## src/rtl/fetch_unit_buf_pkg.sv

```systemverilog
// Shared definitions for the fetch unit slice.
//   - Default widths, PC step and reset PC used by the interface and the top.
//   - Fetch-entry width (instruction + PC).
//   - Request-tracking state encoding.
package fetch_unit_buf_pkg;

  localparam int unsigned XLEN_DEF     = 32;
  localparam int unsigned INST_W_DEF   = 32;
  localparam int unsigned PC_STEP_DEF  = 4;
  localparam int unsigned RESET_PC_DEF = 0;
  localparam int unsigned FENTRY_W_DEF = INST_W_DEF + XLEN_DEF;

  // FS_IDLE : nothing in flight
  // FS_WAIT : one request in flight, its response will be buffered
  // FS_DROP : one request in flight, its response is stale and will be dropped
  typedef enum logic [1:0] {
    FS_IDLE = 2'd0,
    FS_WAIT = 2'd1,
    FS_DROP = 2'd2
  } fetch_state_e;

endpackage

```

## src/rtl/fetch_unit_buf_if.sv

```systemverilog
// Fetch unit bus bundle: ICache request/response, IQ output and ROB redirect.
//   master : fetch unit side (drives ICache request and IQ entry)
//   slave  : environment side (ICache, IQ and ROB)
interface fetch_unit_buf_if
  import fetch_unit_buf_pkg::*;
#(
  parameter int unsigned XLEN   = XLEN_DEF,
  parameter int unsigned INST_W = INST_W_DEF
);

  logic              icache_req_valid;
  logic [XLEN-1:0]   icache_req_addr;
  logic              icache_req_ready;
  logic              icache_rsp_valid;
  logic [INST_W-1:0] icache_rsp_inst;
  logic              iq_valid;
  logic [INST_W-1:0] iq_inst;
  logic [XLEN-1:0]   iq_pc;
  logic              iq_ready;
  logic              redirect_en;
  logic [XLEN-1:0]   redirect_pc;

  modport master (
    output icache_req_valid, icache_req_addr, iq_valid, iq_inst, iq_pc,
    input  icache_req_ready, icache_rsp_valid, icache_rsp_inst, iq_ready,
           redirect_en, redirect_pc
  );

  modport slave (
    input  icache_req_valid, icache_req_addr, iq_valid, iq_inst, iq_pc,
    output icache_req_ready, icache_rsp_valid, icache_rsp_inst, iq_ready,
           redirect_en, redirect_pc
  );

endinterface

```

## src/rtl/fetch_unit_buf_fetch_fifo.sv

```systemverilog
// Synchronous FIFO holding fetched {instruction, PC} entries.
//   clk, rst        : clock, asynchronous active-high reset (clears contents too)
//   flush           : empty the FIFO (pointers/count), has priority over push/pop
//   push, push_data : write at tail (ignored when full)
//   pop, pop_data   : pop_data is the head entry; pop advances head (ignored when empty)
//   count/full/empty: occupancy
module fetch_fifo #(
  parameter int unsigned DEPTH = 4,
  parameter int unsigned WIDTH = 64
) (
  input  logic                   clk,
  input  logic                   rst,
  input  logic                   flush,
  input  logic                   push,
  input  logic [WIDTH-1:0]       push_data,
  input  logic                   pop,
  output logic [WIDTH-1:0]       pop_data,
  output logic [$clog2(DEPTH):0] count,
  output logic                   full,
  output logic                   empty
);

  localparam int unsigned AW = $clog2(DEPTH);
  localparam int unsigned CW = AW + 1;

  logic [WIDTH-1:0] mem_q [DEPTH];
  logic [WIDTH-1:0] mem_d [DEPTH];
  logic [AW-1:0]    head_q, head_d, tail_q, tail_d;
  logic [CW-1:0]    count_q, count_d;
  logic             do_push, do_pop;

  assign full     = (count_q == CW'(DEPTH));
  assign empty    = (count_q == '0);
  assign count    = count_q;
  assign pop_data = mem_q[head_q];
  assign do_push  = push & ~full;
  assign do_pop   = pop & ~empty;

  always_comb begin
    mem_d   = mem_q;
    head_d  = head_q;
    tail_d  = tail_q;
    count_d = count_q;
    if (flush) begin
      head_d  = '0;
      tail_d  = '0;
      count_d = '0;
    end else begin
      if (do_push) begin
        mem_d[tail_q] = push_data;
        tail_d        = tail_q + AW'(1);
      end
      if (do_pop) begin
        head_d = head_q + AW'(1);
      end
      case ({do_push, do_pop})
        2'b10:   count_d = count_q + CW'(1);
        2'b01:   count_d = count_q - CW'(1);
        default: count_d = count_q;
      endcase
    end
  end

  always_ff @(posedge clk or posedge rst) begin
    if (rst) begin
      for (int unsigned i = 0; i < DEPTH; i++) begin
        mem_q[i] <= '0;
      end
      head_q  <= '0;
      tail_q  <= '0;
      count_q <= '0;
    end else begin
      mem_q   <= mem_d;
      head_q  <= head_d;
      tail_q  <= tail_d;
      count_q <= count_d;
    end
  end

endmodule

```

## src/rtl/fetch_unit_buf.sv

```systemverilog
// Instruction fetch unit with fetch buffer between ICache and IQ.
//   clk_in : clock, rising edge
//   rst_in : asynchronous active-high reset
//   rdy_in : global ready, 0 freezes all state and masks both valids
//   bus    : master side of fetch_unit_buf_if (ICache req/rsp, IQ, redirect)
// Keeps at most one ICache request in flight and reserves a buffer slot for it,
// so the buffer can never overflow. A redirect flushes the buffer and marks an
// in-flight request stale so its response is dropped.
module fetch_unit_buf
  import fetch_unit_buf_pkg::*;
#(
  parameter int unsigned     XLEN       = XLEN_DEF,
  parameter int unsigned     INST_W     = INST_W_DEF,
  parameter int unsigned     FBUF_DEPTH = 4,
  parameter logic [XLEN-1:0] RESET_PC   = XLEN'(RESET_PC_DEF),
  parameter int unsigned     PC_STEP    = PC_STEP_DEF
) (
  input logic              clk_in,
  input logic              rst_in,
  input logic              rdy_in,
  fetch_unit_buf_if.master bus
);

  localparam int unsigned CW = $clog2(FBUF_DEPTH) + 1;
  localparam int unsigned EW = INST_W + XLEN;

  fetch_state_e    state_q, state_d;
  logic [XLEN-1:0] fetch_pc_q, fetch_pc_d;
  logic [XLEN-1:0] req_pc_q, req_pc_d;

  logic          outstanding, discard;
  logic          req_valid, accept, iq_valid;
  logic          push, pop, flush;
  logic [CW-1:0] count, fill_lvl;
  logic          full, empty;
  logic [EW-1:0] head_entry;

  assign outstanding = (state_q != FS_IDLE);
  assign discard     = (state_q == FS_DROP);
  assign fill_lvl    = count + CW'(outstanding);

  assign req_valid = ~rst_in & rdy_in & ~bus.redirect_en & ~outstanding & ~discard &
                     ~full & (fill_lvl < CW'(FBUF_DEPTH));
  assign accept    = req_valid & bus.icache_req_ready;
  assign iq_valid  = ~rst_in & rdy_in & ~bus.redirect_en & ~empty;

  assign push  = rdy_in & ~bus.redirect_en & bus.icache_rsp_valid & (state_q == FS_WAIT);
  assign pop   = iq_valid & bus.iq_ready;
  assign flush = rdy_in & bus.redirect_en;

  assign bus.icache_req_valid = req_valid;
  assign bus.icache_req_addr  = fetch_pc_q;
  assign bus.iq_valid         = iq_valid;
  assign bus.iq_inst          = head_entry[EW-1:XLEN];
  assign bus.iq_pc            = head_entry[XLEN-1:0];

  always_comb begin
    state_d    = state_q;
    fetch_pc_d = fetch_pc_q;
    req_pc_d   = req_pc_q;
    if (rdy_in) begin
      if (bus.redirect_en) begin
        fetch_pc_d = bus.redirect_pc & ~XLEN'(3);
        // A response landing with the redirect retires the in-flight request
        // (stale or not); otherwise an in-flight request becomes stale.
        if (outstanding) begin
          state_d = bus.icache_rsp_valid ? FS_IDLE : FS_DROP;
        end
      end else if (accept) begin
        req_pc_d   = fetch_pc_q;
        fetch_pc_d = fetch_pc_q + XLEN'(PC_STEP);
        state_d    = FS_WAIT;
      end else if (bus.icache_rsp_valid && outstanding) begin
        state_d = FS_IDLE;
      end
    end
  end

  always_ff @(posedge clk_in or posedge rst_in) begin
    if (rst_in) begin
      state_q    <= FS_IDLE;
      fetch_pc_q <= RESET_PC;
      req_pc_q   <= '0;
    end else begin
      state_q    <= state_d;
      fetch_pc_q <= fetch_pc_d;
      req_pc_q   <= req_pc_d;
    end
  end

  fetch_fifo #(
    .DEPTH(FBUF_DEPTH),
    .WIDTH(EW)
  ) u_fifo (
    .clk      (clk_in),
    .rst      (rst_in),
    .flush    (flush),
    .push     (push),
    .push_data({bus.icache_rsp_inst, req_pc_q}),
    .pop      (pop),
    .pop_data (head_entry),
    .count    (count),
    .full     (full),
    .empty    (empty)
  );

endmodule

```

## src/flat_wrapper.sv

```systemverilog
// flat-port wrapper written by rule: the top's interface ports become plain ports
module fetch_unit_buf_flat import fetch_unit_buf_pkg::*;
#(
  parameter int unsigned     XLEN       = XLEN_DEF,
  parameter int unsigned     INST_W     = INST_W_DEF,
  parameter int unsigned     FBUF_DEPTH = 4,
  parameter logic [XLEN-1:0] RESET_PC   = XLEN'(RESET_PC_DEF),
  parameter int unsigned     PC_STEP    = PC_STEP_DEF
)
  (clk_in, rst_in, rdy_in, bus_icache_req_valid, bus_icache_req_addr, bus_iq_valid, bus_iq_inst, bus_iq_pc, bus_icache_req_ready, bus_icache_rsp_valid, bus_icache_rsp_inst, bus_iq_ready, bus_redirect_en, bus_redirect_pc);
  fetch_unit_buf_if #(.XLEN(XLEN), .INST_W(INST_W)) bus_i ();
  input logic clk_in;
  input logic rst_in;
  input logic rdy_in;
  output wire logic [$bits(bus_i.icache_req_valid)-1:0] bus_icache_req_valid;
  output wire logic [$bits(bus_i.icache_req_addr)-1:0] bus_icache_req_addr;
  output wire logic [$bits(bus_i.iq_valid)-1:0] bus_iq_valid;
  output wire logic [$bits(bus_i.iq_inst)-1:0] bus_iq_inst;
  output wire logic [$bits(bus_i.iq_pc)-1:0] bus_iq_pc;
  input wire logic [$bits(bus_i.icache_req_ready)-1:0] bus_icache_req_ready;
  input wire logic [$bits(bus_i.icache_rsp_valid)-1:0] bus_icache_rsp_valid;
  input wire logic [$bits(bus_i.icache_rsp_inst)-1:0] bus_icache_rsp_inst;
  input wire logic [$bits(bus_i.iq_ready)-1:0] bus_iq_ready;
  input wire logic [$bits(bus_i.redirect_en)-1:0] bus_redirect_en;
  input wire logic [$bits(bus_i.redirect_pc)-1:0] bus_redirect_pc;
  assign bus_icache_req_valid = bus_i.icache_req_valid;
  assign bus_icache_req_addr = bus_i.icache_req_addr;
  assign bus_iq_valid = bus_i.iq_valid;
  assign bus_iq_inst = bus_i.iq_inst;
  assign bus_iq_pc = bus_i.iq_pc;
  assign bus_i.icache_req_ready = bus_icache_req_ready;
  assign bus_i.icache_rsp_valid = bus_icache_rsp_valid;
  assign bus_i.icache_rsp_inst = bus_icache_rsp_inst;
  assign bus_i.iq_ready = bus_iq_ready;
  assign bus_i.redirect_en = bus_redirect_en;
  assign bus_i.redirect_pc = bus_redirect_pc;
  fetch_unit_buf #(.XLEN(XLEN), .INST_W(INST_W), .FBUF_DEPTH(FBUF_DEPTH), .RESET_PC(RESET_PC), .PC_STEP(PC_STEP)) u_core (.clk_in(clk_in), .rst_in(rst_in), .rdy_in(rdy_in), .bus(bus_i));
endmodule
```

## config.mk

```make
export PLATFORM = sky130hd
export DESIGN_NAME = fetch_unit_buf_flat
export DESIGN_NICKNAME = d
export VERILOG_FILES = /design/src/rtl/fetch_unit_buf_pkg.sv /design/src/rtl/fetch_unit_buf_if.sv /design/src/rtl/fetch_unit_buf_fetch_fifo.sv /design/src/rtl/fetch_unit_buf.sv /design/src/flat_wrapper.sv
export SDC_FILE = /design/constraint.sdc
export NUM_CORES = 1
export LEC_CHECK = 0
export ABC_AREA = 1
export BUFFER_PORTS_ARGS = -buffer_cell sky130_fd_sc_hd__buf_4
export CORE_MARGIN = 2
export CORE_UTILIZATION = 50
export CTS_CLUSTER_DIAMETER = 80
export DETAILED_ROUTE_END_ITERATION = 6
export PLACE_DENSITY = 0.8
export SKIP_LAST_GASP = 1
export SLEW_MARGIN = 0
export SYNTH_ARGS = -nofsm -noshare
export SYNTH_HDL_FRONTEND = slang
export SYNTH_SLANG_ARGS = --single-unit
```

## constraint.sdc

```tcl
create_clock -name clk_in -period 17.5 [get_ports clk_in]
set_input_delay 3.5 -clock clk_in [delete_from_list [all_inputs] [get_ports clk_in]]
set_output_delay 3.5 -clock clk_in [all_outputs]
set_load 0.03 [all_outputs]
```

==> impl_metrics.env <==
export IMPL_outcome="finished clean"
export IMPL_num_io_pins=169
export IMPL_ys_warnings_count=0
export IMPL_tritoncts_num_sinks=317
export IMPL_detailedPlace_worstSlack_ps=8907
export IMPL_critPathKind="in2out"
export IMPL_worstSkewPairLatency_ps=500
export IMPL_internal_power_mw=1.548
export IMPL_post_cts_hold_buffer_count=0
export IMPL_detailedPlacementHpwl_um=23000
export IMPL_postLayoutSetupSlackWorst_ps=8907
export IMPL_grt_max_degree=108
export IMPL_post_route_cells_drive_above_1_share=0.1183
export IMPL_post_synth_cell_area_avg_um2=7.533
export IMPL_remaining_drc_errors=0
export IMPL_report_final_setup_viol=0
export IMPL_grt_pass1_wl_um=65800
export IMPL_power_net_switching_mw=0.7909
export IMPL_dr_pass1_iters=6
export IMPL_placement_row_count=63
export IMPL_timing_clock_skew_ps=12.22
export IMPL_crit_fanout=42
export IMPL_clock_root_buffer="clkbuf_16"
export IMPL_postRouteAntennaNets=0
export IMPL_grt_overflow_total=0
export IMPL_detailedRoute_firstIterationViolations=1428
export IMPL_sw_frac_of_total=0.3381
export IMPL_design_final_nets=2168
export IMPL_drv_max_cap_violation_count=0
export IMPL_sequential_cell_area_um2=7938
export IMPL_ys_async_sr_fraction=1.000
export IMPL_h_tree_levels=2
export IMPL_avgRoutedWirePerCell_um=16.33
export IMPL_whs_ps=463.8
export IMPL_dieArea_um2=31310
export IMPL_routabilityCongestion=0.9070
export IMPL_synth_lib_cells_used_distinct=33
export IMPL_post_layout_total_power_mw=2.339
export IMPL_comb_power_share=0.249
export IMPL_rsz0062_at_grt="no"
export IMPL_synth_seq_area_share=0.5305
export IMPL_initial_core_utilization=0.5059
export IMPL_postCtsSetupRepairBufs=0
export IMPL_p_leak_nw=9.628
export IMPL_power_share_sequential=0.420
export IMPL_max_clock_freq_mhz=116.4
export IMPL_share_clk_of_total_power=0.331
export IMPL_cts_clk_slew_worst_paths_ps=50
export IMPL_synth_ff_latch_count=317
export IMPL_cp_data_arrival_time_ps=5090
export IMPL_finalWirelength_um=40880
export IMPL_tritoncts="done"
export IMPL_multiInputGateArea_um2=6257
export IMPL_timing_slew_headroom=0.3163
export IMPL_areaGrowthSynthToFinish_pct=16.89
export IMPL_irDropWorstVdd_uv=70.46
export IMPL_worst_pin_slew_ps=1025
export IMPL_cp_end_kind="primary output"
export IMPL_diodes=0
export IMPL_worstPathRequired_ps=14000
export IMPL_die_w_um=176.9
export IMPL_antenna_found_initial=0
export IMPL_tns_ps=0
export IMPL_via_count=13510
export IMPL_timing_hold_violations_final=0
export IMPL_syn_area_um2=14950
export IMPL_clock_tree_buffer_depth=3
export IMPL_synth_enable_flop_cells=0
export IMPL_port_buffers=162
export IMPL_final_fill_count=2619
export IMPL_crit_path_start_kind="input pin"
export IMPL_via_per_inst=5.396
export IMPL_type_of_the_worst_min_delay_path="reg2reg"
export IMPL_shortest_clock_period_the_worst_path_allows_after_layout_ps=8593
export IMPL_numCtsBuffers=35
export IMPL_post_cts_resized_instances=0
export IMPL_slew_viol_final=0
export IMPL_postSynth_topFlopCell="dfrtp_1"
export IMPL_grt_pass1_vias=12970
export IMPL_period_share=0.4910
export IMPL_coreArea_um2=29560
export IMPL_power_density_nw_per_um2=133.8
export IMPL_netlist_instances=1985
export IMPL_die_y_um=176.9
export IMPL_track_usage=0.2616
state kept, by name, summed over array words and instances, names as in the netlist:
| register | count |
|---|---|
| u_core.bus.icache_req_addr | 30 |
| u_core.req_pc_q | 30 |
| u_core.state_q | 2 |
| u_core.u_fifo.count | 3 |
| u_core.u_fifo.head_q | 2 |
| u_core.u_fifo.mem_q | 248 |
| u_core.u_fifo.tail_q | 2 |
cell type report:
type	count	share of cell area
multi-input combinational	1494	0.3580
clock buffer	49	0.05898
clock inverter	12	0.01102
sequential	317	0.4541
tap	390	0.02792
timing repair buffer	174	0.07473
inverter	68	0.01525
power groups by stage:
stage | Clock (mW) | Combinational (mW) | Sequential [mW]
after floorplan | 0 | 0.356 | 0.984
after global placement | 0 | 0.570 | 0.984
after detailed placement | 0 | 0.584 | 0.990
after CTS | 0.785 | 0.587 | 0.979
after global routing | 0.819 | 0.638 | 1.00
final | 0.774 | 0.582 | 0.983
cell usage after synthesis (2+ instances only):
master	number	share of area
nand2_4	4	0.0030
nor2_4	4	0.0030
o21ai_0	173	0.058
nand3_1	39	0.013
buf_4	11	0.0055
inv_1	62	0.016
o21a_1	3	0.0015
nand2_1	960	0.24
o211ai_1	6	0.0030
nand4_1	2	0.00084
nor3_1	3	0.0010
a31oi_1	2	0.00084
inv_2	4	0.0010
a21oi_1	6	0.0020
nor2_1	206	0.052
o22ai_1	64	0.027
o21ai_1	4	0.0013
clkbuf_1	49	0.012
buf_2	47	0.016
xnor2_1	2	0.0012
ha_1	6	0.0050
dfrtp_1	317	0.53
kinds of logic (layout without fill, tap and decap cells):
| family | Yosys count | after routing | synth area share |
|---|---|---|---|
| AND/OR/NAND/NOR | 1222 | 1222 | 0.3160 |
| XOR/XNOR | 3 | 3 | 0.001757 |
| other | 1 | 4 | 0.0002508 |
| flip-flops | 317 | 317 | 0.5305 |
| buffers and inverters | 177 | 303 | 0.05179 |
| adder cells (fa/ha/maj) | 7 | 7 | 0.006359 |
| AO/OA/AOI/OAI | 258 | 258 | 0.09338 |
per-layer routing:
layer  share of wire  vias up  track usage  wire, um
met3           0.083       71      0.03608      3412
met4           0.030        0      0.09229      1213
met5               0        -            0         0
met2            0.47      604       0.4339     19200
li1                -     6448            -         -
met1            0.42     6389       0.3535     17050
critical path: stages:
cell     delay, ps
buf_4          200
inv_2          550
nand2_1        230
nor2_2         190
inv_1           80
nor3_1         150
buf_4          190
metrics by stage:
step,utilization,cell area (um2),cells
finish,0.5913,17480,2504
global route,0.5913,17480,2504
CTS,0.5913,17480,2504
detailed placement,0.5499,16260,2443
global placement,0.5499,16260,2443
floorplan,-,14960,1988
worst paths after layout:
| kind | slack (ps) | depth (start not counted) | end | start |
|---|---|---|---|---|
| hold reg to reg | 460 | 2 | u_core.u_fifo.mem_q[186]$_DFFE_PP0P_ | u_core.u_fifo.mem_q[186]$_DFFE_PP0P_ |
| max in group asynchronous | 12090 | 4 | u_core.u_fifo.mem_q[227]$_DFFE_PP0P_ | rst_in |
| min in group asynchronous | 3100 | 2 | u_core.u_fifo.count[1]$_DFFE_PP0P_ | rst_in |
| hold / removal | 460 | 2 | u_core.u_fifo.mem_q[186]$_DFFE_PP0P_ | u_core.u_fifo.mem_q[186]$_DFFE_PP0P_ |
| setup reg to reg | 14720 | 11 | u_core.bus.icache_req_addr[23]$_DFFE_PP0P_ | u_core.state_q[1]$_DFFE_PP0P_ |
| setup / recovery | 8910 | 7 | bus_icache_req_valid | bus_redirect_en |
placed cells by master, fill, tap and decap left out, drive strengths merged:
cell type and n:
a21oi 6, a31oi 2, buf 174, bufinv 5
clkbuf 49, clkinv 5, clkinvlp 3, conb 4
dfrtp 317, fa 1, ha 6, inv 67
nand2 965, nand3 40, nand4 2, nor2 211
nor3 3, nor4 1, o211ai 6, o21a 3
o21ai 177, o22ai 64, xnor2 2, xor2 1
Power figures use the tool's default switching activity.
